$ cat src/rtl/cla_pkg.sv
// Shared helpers for the pipelined carry-lookahead adder.
// Holds stage-count derivation, parameter legality and group G/P.
package cla_pkg;

    localparam int MAX_GROUP = 8;

    function automatic int cla_nstg(input int width, input int group);
        return width / group;
    endfunction

    function automatic bit cla_legal(input int width, input int group);
        bit grp_ok;
        grp_ok = (group == 2) || (group == 4) || (group == 8);
        return grp_ok && (width > 0) && ((width % group) == 0);
    endfunction

    // Span generate/propagate over bits [n-1:0], written as a
    // flat sum of products: G = OR_i g[i] & p[n-1:i+1], P = AND p.
    function automatic logic [1:0] cla_gp(
        input logic [MAX_GROUP-1:0] g,
        input logic [MAX_GROUP-1:0] p,
        input int                   n
    );
        logic gg;
        logic pp;
        logic term;
        gg = 1'b0;
        pp = 1'b1;
        for (int i = 0; i < MAX_GROUP; i++) begin
            if (i < n) begin
                term = g[i];
                for (int j = i + 1; j < MAX_GROUP; j++) begin
                    if (j < n) term = term & p[j];
                end
                gg = gg | term;
                pp = pp & p[i];
            end
        end
        return {gg, pp};
    endfunction

endpackage

$ cat src/rtl/cla_group.sv
// One GROUP-bit carry-lookahead slice; every carry comes from G/P terms.
// Ports: a, b, cin in; s (group sum), cout (group carry-out) out.
module cla_group
    import cla_pkg::*;
#(
    parameter int GROUP = 4
) (
    input  logic [GROUP-1:0] a,
    input  logic [GROUP-1:0] b,
    input  logic             cin,
    output logic [GROUP-1:0] s,
    output logic             cout
);

    logic [MAX_GROUP-1:0] g_ext;
    logic [MAX_GROUP-1:0] p_ext;
    logic [GROUP:0]       c;
    logic [1:0]           gp;

    always_comb begin
        g_ext = '0;
        p_ext = '0;
        g_ext[GROUP-1:0] = a & b;
        p_ext[GROUP-1:0] = a ^ b;
        c  = '0;
        gp = '0;
        // c[i] depends only on G/P of bits below i and cin.
        for (int i = 0; i <= GROUP; i++) begin
            gp   = cla_gp(g_ext, p_ext, i);
            c[i] = gp[1] | (gp[0] & cin);
        end
    end

    assign s    = p_ext[GROUP-1:0] ^ c[GROUP-1:0];
    assign cout = c[GROUP];

endmodule

$ cat src/rtl/pipe_cla_adder.sv
// Pipelined add/subtract: one lookahead group resolved per stage.
// Ports: clk, rst, in_valid/in_ready, a_in, b_in, c_in, sub in;
//        out_valid/out_ready, sum, co, ovf out.
module pipe_cla_adder
    import cla_pkg::*;
#(
    parameter int WIDTH = 16,
    parameter int GROUP = 4
) (
    input  logic             clk,
    input  logic             rst,
    input  logic             in_valid,
    output logic             in_ready,
    input  logic [WIDTH-1:0] a_in,
    input  logic [WIDTH-1:0] b_in,
    input  logic             c_in,
    input  logic             sub,
    output logic             out_valid,
    input  logic             out_ready,
    output logic [WIDTH-1:0] sum,
    output logic             co,
    output logic             ovf
);

    localparam int NSTG = cla_nstg(WIDTH, GROUP);

    if (!cla_legal(WIDTH, GROUP)) begin : g_bad_param
        $error("pipe_cla_adder: WIDTH must be a multiple of GROUP in {2,4,8}");
    end

    logic             advance;
    logic [WIDTH-1:0] b_eff;
    logic             c_eff;

    // Whole pipe moves in lockstep; bubbles are not squeezed out.
    assign advance  = out_ready || !out_valid;
    assign in_ready = advance;

    // Subtract as A + ~B + ~c_in, so c_in acts as borrow-in.
    assign b_eff = b_in ^ {WIDTH{sub}};
    assign c_eff = c_in ^ sub;

    for (genvar k = 0; k < NSTG; k++) begin : g_stg
        logic [WIDTH-1:0] a_src;
        logic [WIDTH-1:0] b_src;
        logic [WIDTH-1:0] s_src;
        logic             c_src;
        logic             v_src;
        logic [WIDTH-1:0] s_nxt;
        logic [GROUP-1:0] g_sum;
        logic             g_cout;

        // Operands ride along whole; each stage owns only its slice.
        logic [WIDTH-1:0] a_q;
        logic [WIDTH-1:0] b_q;
        logic [WIDTH-1:0] s_q;
        logic             c_q;
        logic             v_q;

        if (k == 0) begin : g_head
            assign a_src = a_in;
            assign b_src = b_eff;
            assign s_src = '0;
            assign c_src = c_eff;
            assign v_src = in_valid;
        end else begin : g_body
            assign a_src = g_stg[k-1].a_q;
            assign b_src = g_stg[k-1].b_q;
            assign s_src = g_stg[k-1].s_q;
            assign c_src = g_stg[k-1].c_q;
            assign v_src = g_stg[k-1].v_q;
        end

        cla_group #(
            .GROUP (GROUP)
        ) u_grp (
            .a    (a_src[k*GROUP +: GROUP]),
            .b    (b_src[k*GROUP +: GROUP]),
            .cin  (c_src),
            .s    (g_sum),
            .cout (g_cout)
        );

        always_comb begin
            s_nxt = s_src;
            s_nxt[k*GROUP +: GROUP] = g_sum;
        end

        always_ff @(posedge clk) begin
            if (rst) begin
                v_q <= 1'b0;
                a_q <= '0;
                b_q <= '0;
                s_q <= '0;
                c_q <= 1'b0;
            end else if (advance) begin
                v_q <= v_src;
                a_q <= a_src;
                b_q <= b_src;
                s_q <= s_nxt;
                c_q <= g_cout;
            end
        end
    end

    logic c_msb;

    // Carry into the MSB recovered from its sum bit and operands.
    assign c_msb = g_stg[NSTG-1].s_q[WIDTH-1]
                 ^ g_stg[NSTG-1].a_q[WIDTH-1]
                 ^ g_stg[NSTG-1].b_q[WIDTH-1];

    assign out_valid = g_stg[NSTG-1].v_q;
    assign sum       = g_stg[NSTG-1].s_q;
    assign co        = g_stg[NSTG-1].c_q;
    assign ovf       = c_msb ^ g_stg[NSTG-1].c_q;

endmodule

$ cat config.mk
export PLATFORM = sky130hd
export DESIGN_NAME = pipe_cla_adder
export DESIGN_NICKNAME = d
export VERILOG_FILES = /design/src/rtl/cla_pkg.sv /design/src/rtl/cla_group.sv /design/src/rtl/pipe_cla_adder.sv
export SDC_FILE = /design/constraint.sdc
export NUM_CORES = 1
export LEC_CHECK = 0
export CAP_MARGIN = 5
export CORE_MARGIN = 1.5
export CORE_UTILIZATION = 49
export CTS_BUF_LIST = sky130_fd_sc_hd__clkbuf_16
export CTS_CLUSTER_DIAMETER = 40
export DETAILED_ROUTE_END_ITERATION = 10
export PLACE_DENSITY = 0.76
export SLEW_MARGIN = 15
export SYNTH_ARGS = -nofsm -noshare
export SYNTH_HDL_FRONTEND = slang
export SYNTH_SLANG_ARGS = --single-unit
$ cat constraint.sdc
create_clock -name clk -period 2 [get_ports clk]
set_input_delay 0.2 -clock clk [delete_from_list [all_inputs] [get_ports clk]]
set_output_delay 0.2 -clock clk [all_outputs]
set_load 0.005 [all_outputs]
==> impl_metrics.csv, run 1 <==
group,metric,value,unit
synth,synth_ff_type,"dfxtp_1",
timing,worst_pin_slew,0.718,ns
floorplanning,start_util,50.4,%
place,place_area,4830,sq um
floorplanning,boundaryPins,58,
place,hpwlAfterDp,5.28,mm
grt,grt_first_pass_wirelength,13.4,mm
final_layout,nets,605,
worst_setup_path,startpoint,"sub",
worst_setup_path,critPathMaxFanout,4,
worst_setup_path,worstPathArrival,2.14,ns
timing,setup_viol,0,
synth,synth_edf_count,0,
grt,grtUsageTotal,18.9,%
detailed_routing,first_pass_iters,4,
final_layout,syn_to_final_growth,24.0,%
final_layout,final_cell_mix,"nand2_1 (142), dfxtp_1 (98), a21oi_1 (74), clkdlybuf4s50_1 (56), nor2_1 (28)",
floorplanning,die_h,94.7,microns
detailed_routing,wire_per_inst,12.1,microns
clock_network,postCtsHoldBufs,0,
timing,fmax,524,MHz
grt,grt_start_max_net_pins,92,
clock_network,cts_max_level,3,
clock_network,cts_tree,"yes",
worst_setup_path,r2r_cells,5,
worst_setup_path,r2r-end,"sum[14]",
timing,slew_headroom,52.1,%
detailed_routing,via_per_inst,5.09,
grt,antenna_found_initial,0,
synth,synth.distinct_cells,29,
worst_setup_path,r2r_setup_slack,0.32,ns
clock_network,clkSlewWorstSetupHoldPaths,0.06,ns
detailed_routing,wl,7.95,mm
worst_setup_path,timing.rr.start,"g_stg[2].a_q[12]",
detailed_routing,postRouteAntennaNets,0,
place,io_buffers,57,
hold_path,hp-class,"in -> reg",
final_layout,antenna_cells,0,
timing,skew,0.00587,ns
floorplanning,die_area,8970,sq um
synth,yosysWarningCount,0,
final_layout,fillers,708,
clock_network,cts.path.max_buffers,2,
final_layout,layout_commonest_cell,"nand2_1",
run_status,status,"completed",
final_layout,post-route-cell-area,5110,sq um
pwr,p_per_area,846,nW/um^2
synth,ys_seq_area_share,47.6,%
clock_network,cts.sinks,98,
timing,slew_viol_final,0,
detailed_routing,vias,3346,
floorplanning,fp.coreArea,8180,sq um
synth,syn_inst,499,
clock_network,clockRootBuffer,"clkbuf_16",
floorplanning,die_w,94.7,microns
worst_setup_path,worstSetupPathType,"in -> reg",
run,max-cap-violations,0,
pwr,power,4.33,mW
synth,ys_seq_elements,98,
timing,hold_viol,0,
timing,rsz0062_at_grt,"false",
place,gp_congestion,0.739,
pwr,peakVddDrop,0.613,mV
timing,period_needed,1.91,ns
worst_setup_path,endpoint_kind,"flip-flop",
final_layout,post-route-util,62.5,%
worst_setup_path,endpoint,"g_stg[0].s_q[3]",
detailed_routing,drc,0,
floorplanning,num_rows,33,
clock_network,cts_resized,0,
grt,grt_pass1_vias,3015,
synth,syn_area_per_cell,8.26,sq um
synth,syn_nets,557,
worst_setup_path,cp.required,2.23,ns
pwr,leakage,1.99,nW
clock_network,postCtsSetupRepairBufs,0,
grt,overflow,0,
worst_setup_path,startpoint_type,"primary input",
final_layout,drive_gt1_share,5.62,%
detailed_routing,drtIter0Drc,185,
clock_network,cts_buffers,9,
synth,syn-cell-area,4120,sq um
clock_network,clock_latency,0.34,ns
timing,finalCritPeriodShare,95.3,%
synth,synth_async_sr_flop_share,0,%
[metrics by stage]
step                hold WS [ns]  TNS, ns  setup WS (ns)  cells
CTS                        0.394        0         0.0815    657
floorplan                  0.340        0         0.0220    499
global placement           0.440   -0.221         -0.184    641
finish                     0.400        0         0.0931    657
global route               0.435        0        0.00141    657
detailed placement         0.444   -0.467         -0.274    641
[where the power goes]
part,internal (mW),switching (mW)
clock network,0.956,0.718
registers,2.08,0.0704
logic,0.272,0.228
total,3.31,1.02
[synth_stat cells (4+ instances only)]
cell type | count | area [sq um]
nand2_1 | 142 | 533
dfxtp_1 | 98 | 1960
a21oi_1 | 74 | 370
nor2_1 | 28 | 105
a211oi_1 | 23 | 173
xnor2_1 | 17 | 149
clkbuf_1 | 16 | 60.1
ha_1 | 16 | 200
inv_1 | 12 | 45.0
o21ai_0 | 10 | 50.1
buf_1 | 9 | 33.8
buf_2 | 8 | 40.0
or3_1 | 7 | 43.8
nand3b_1 | 6 | 45.0
xor2_1 | 6 | 52.6
fa_1 | 4 | 80.1
nand3_1 | 4 | 20.0
nor3_1 | 4 | 20.0
[critical path, cell delays in order]
cell             delay (ns)
clkdlybuf4s50_1        0.55
xor2_1                 0.17
ha_1                   0.28
a21oi_1                0.24
o22ai_2                0.11
or3_1                  0.32
a32o_1                 0.26
[area by class of cell]
cell class	instances	area, sq um	area share [%]
inverter	13	48.8	0.954
clock inverter	7	61.3	1.20
sequential	98	1960	38.4
timing repair buffer	71	711	13.9
clock buffer	9	225	4.40
multi-input combinational	354	1970	38.6
tap	105	131	2.57
[worst min path at each step]
stage / start / endpoint / slack (ns) / cells past startpoint
after floorplan: a_in[10] / g_stg[0].a_q[10] / 0.34 / 2
after global placement: g_stg[0].v_q / g_stg[0].v_q / 0.44 / 2
after detailed placement: g_stg[2].s_q[4] / g_stg[2].s_q[4] / 0.44 / 2
after CTS: rst / out_valid / 0.39 / 2
after global routing: a_in[8] / g_stg[0].a_q[8] / 0.43 / 3
final: rst / g_stg[1].s_q[2] / 0.40 / 2
[per-layer routing]
layer | vias up | global-route usage [%] | share of wire, %
met2 | 61 | 31.0 | 47
met1 | 1514 | 23.8 | 48
li1 | 1761 | - | -
met5 | - | 0 | 0
met4 | 0 | 9.08 | 1.8
met3 | 10 | 3.70 | 3.6
[flip-flops by register name (all words and copies together) (netlist names)]
name,count
g_stg.a_q,25
g_stg.b_q,25
g_stg.s_q,24
sum,16
g_stg.c_q,3
g_stg.v_q,3
co,1
out_valid,1
[cell families (layout without fill, tap and decap cells)]
family                   after synthesis  after routing  synth area share, %
AO/OA/AOI/OAI                        118            118                 16.6
XOR/XNOR                              24             24                 5.55
adder cells (fa/ha/maj)               20             20                 6.80
buffers and inverters                 47            100                 4.70
flip-flops                            98             98                 47.6
AND/OR/NAND/NOR                      192            192                 18.8
Power figures use the tool's default switching activity.
==> run 2: changes to the inputs <==
- CAP_MARGIN: 5 -> default
==> results of run 2 <==
Same layout as run 1: the final DEF is identical, and so are final timing and power.
==> run 3: changes to the inputs <==
- CORE_UTILIZATION: 49 -> 56
- DONT_BUFFER_PORTS: default -> 1
- HOLD_SLACK_MARGIN: default -> 0.06
- PLACE_DENSITY: 0.76 -> 0.74
==> run 3 against run 2 <==
Combinational power down 13%; first-iteration DRC count up 11%; count of clock-buffer cells in the layout unchanged; non-clock buffer count down 30; final area down 4.9%; sequential cell count unchanged; routed wire length up 2.1%; clock power about the same; critical endpoint is now g_stg[2].s_q[1]; fmax up 3.2%; sequential share of layout area up 2.0 points; register-to-register slack worse by 0.17 ns; core utilization up 5.2 points.
==> impl_metrics.csv, run 3 (same netlist as run 1, synthesis figures left out) <==
group,metric,value,unit
run_status,status,"completed",
final_layout,antenna_cells,0,
detailed_routing,drtIter0Drc,205,
timing,postLayoutSetupSlackWorst,0.151,ns
timing,worst_pin_slew,0.382,ns
clock_network,postCtsSetupRepairBufs,0,
clock_network,clkSlewWorstSetupHoldPaths,0.07,ns
place,preCtsSetupSlack,0.253,ns
detailed_routing,wire_per_inst,13.1,microns
timing,fin_setup_tns,0,ns
timing,slew_viol_final,0,
detailed_routing,drc,0,
pwr,p_per_area,882,nW/um^2
final_layout,post-route-util,67.8,%
final_layout,largest_registers,"g_stg.a_q x25, g_stg.b_q x25, g_stg.s_q x24",
run,max-cap-violations,0,
grt,overflow,0,
timing,finalCritPeriodShare,92.4,%
timing,rsz0062_at_grt,"false",
worst_setup_path,max_stage_delay,0.60,ns
detailed_routing,first_pass_iters,4,
timing,fmax,541,MHz
worst_setup_path,endpoint_kind,"flip-flop",
timing,hold_viol,0,
timing,slew_headroom,74.5,%
grt,grt_first_pass_wirelength,13.0,mm
floorplanning,start_util,57.5,%
worst_setup_path,startpoint_type,"flip-flop",
hold_path,hp-class,"in -> reg",
clock_network,clock_latency,0.34,ns
clock_network,cts.sinks,98,
clock_network,clockRootBuffer,"clkbuf_16",
detailed_routing,wl,8.11,mm
clock_network,cts_max_level,3,
grt,grtUsageTotal,21.1,%
grt,grt_busiest_layer,"met2",
grt,grt_util_met2,33.5,%
timing,period_needed,1.85,ns
final_layout,syn_to_final_growth,17.9,%
detailed_routing,vias,3260,
place,gp_congestion,0.763,
floorplanning,die_area,7890,sq um
grt,grt_start_max_net_pins,92,
place,hpwlAfterDp,4.71,mm
final_layout,fillers,609,
floorplanning,num_rows,31,
detailed_routing,postRouteAntennaNets,0,
final_layout,drive_gt1_share,4.60,%
worst_setup_path,worstSetupPathType,"reg -> reg",
floorplanning,fp.coreArea,7180,sq um
worst_setup_path,critPathMaxFanout,46,
final_layout,layout_commonest_cell,"nand2_1",
grt,antenna_found_initial,0,
final_layout,final_cell_mix,"nand2_1 (142), dfxtp_1 (98), a21oi_1 (74), dlygate4sd3_1 (35), nor2_1 (28)",
clock_network,cts_tree,"yes",
clock_network,cts_buffers,9,
worst_setup_path,worstPathArrival,2.13,ns
pwr,peakVddDrop,0.459,mV
place,io_buffers,0,
timing,skew,0.00464,ns
worst_setup_path,slowest_stage,"dlygate4sd3_1",
floorplanning,boundaryPins,58,
clock_network,cts.path.max_buffers,2,
grt,use_met1,27.7,%
pwr,leakage,1.91,nW
final_layout,nets,575,
detailed_routing,via_per_inst,5.25,
grt,grt_use_met3,4.29,%
grt,grt_pass1_vias,2899,
floorplanning,die_w,88.8,microns
pwr,power,4.29,mW
timing,setup_viol,0,
worst_setup_path,crit_chain,"nor2b_4, clkbuf_16, nand2_1, a21oi_1, dlygate4sd3_1",
floorplanning,die_h,88.8,microns
worst_setup_path,cp.required,2.28,ns
==> run 3: cell count changes in the layout (fill, tap and decap cells not counted), sizes merged <==
| cell | previous run | this run |
|---|---|---|
| clkdlybuf4s50 | 56 | 0 |
| dlygate4sd3 | 0 | 35 |
| buf | 15 | 5 |
| clkbuf | 9 | 10 |
| clkinv | 2 | 3 |
| clkinvlp | 1 | 0 |
==> run 3: critical path, delay by kind of cell, from the launching register on <==
family          cells  cell delay (ns)
simple gates        2             0.34
buf+inv             2             0.88
compound gates      1             0.19
flops               1             0.36
==> run 3: path summary, 6_finish.rpt <==
check                  startpoint          endpoint  slack (ns)  depth (start not counted)
setup / recovery        out_valid   g_stg[2].s_q[1]        0.15                          5
hold / removal                sub  g_stg[0].b_q[15]        0.06                          2
setup reg to reg        out_valid   g_stg[2].s_q[1]        0.15                          5
hold reg to reg   g_stg[2].s_q[4]   g_stg[2].s_q[4]        0.45                          2
==> run 3: power by group <==
part           switching, mW  internal [mW]  total (mW)
combinational          0.207          0.228       0.435
clock                  0.731          0.969        1.70
sequential            0.0729           2.08        2.15
total                   1.01           3.28        4.29
==> run 3: metal layers <==
| metal | up-vias | part of all wire, % | wire, microns |
|---|---|---|---|
| met5 | - | 0 | 0 |
| met4 | 0 | 1.8 | 142 |
| met3 | 13 | 5.6 | 458 |
| met2 | 87 | 45 | 3660 |
| met1 | 1460 | 47 | 3850 |
| li1 | 1700 | - | - |
==> run 3: layout make-up <==
cell class	count	area, sq um	share of cell area [%]
Clock buffer	9	225	4.63
Multi-Input combinational cell	354	1970	40.6
Sequential cell	98	1960	40.3
Inverter	13	51.3	1.06
Clock inverter	7	68.8	1.42
Timing Repair Buffer	41	457	9.39
Tap cell	99	124	2.55
==> run 3: timing repair <==
| action | 4_1_cts | 5_1_grt |
|---|---|---|
| hold buffers | 36 | 0 |
| endpoints found under the setup margin | 0 | 5 |
| hold endpoints to repair | 94 | 0 |
| resized for setup | 0 | 4 |
==> run 3: per-stage QoR <==
| stage | area, sq um | hold WS, ns | instances |
|---|---|---|---|
| 3_5_place_dp | 4170 | 0.278 | 568 |
| 3_3_place_gp | 4170 | 0.274 | 568 |
| 5_1_grt | 4860 | 0.0790 | 621 |
| 4_1_cts | 4840 | 0.0601 | 620 |
| 6_report | 4860 | 0.0635 | 621 |
| 2_1_floorplan | 4130 | 0.340 | 499 |
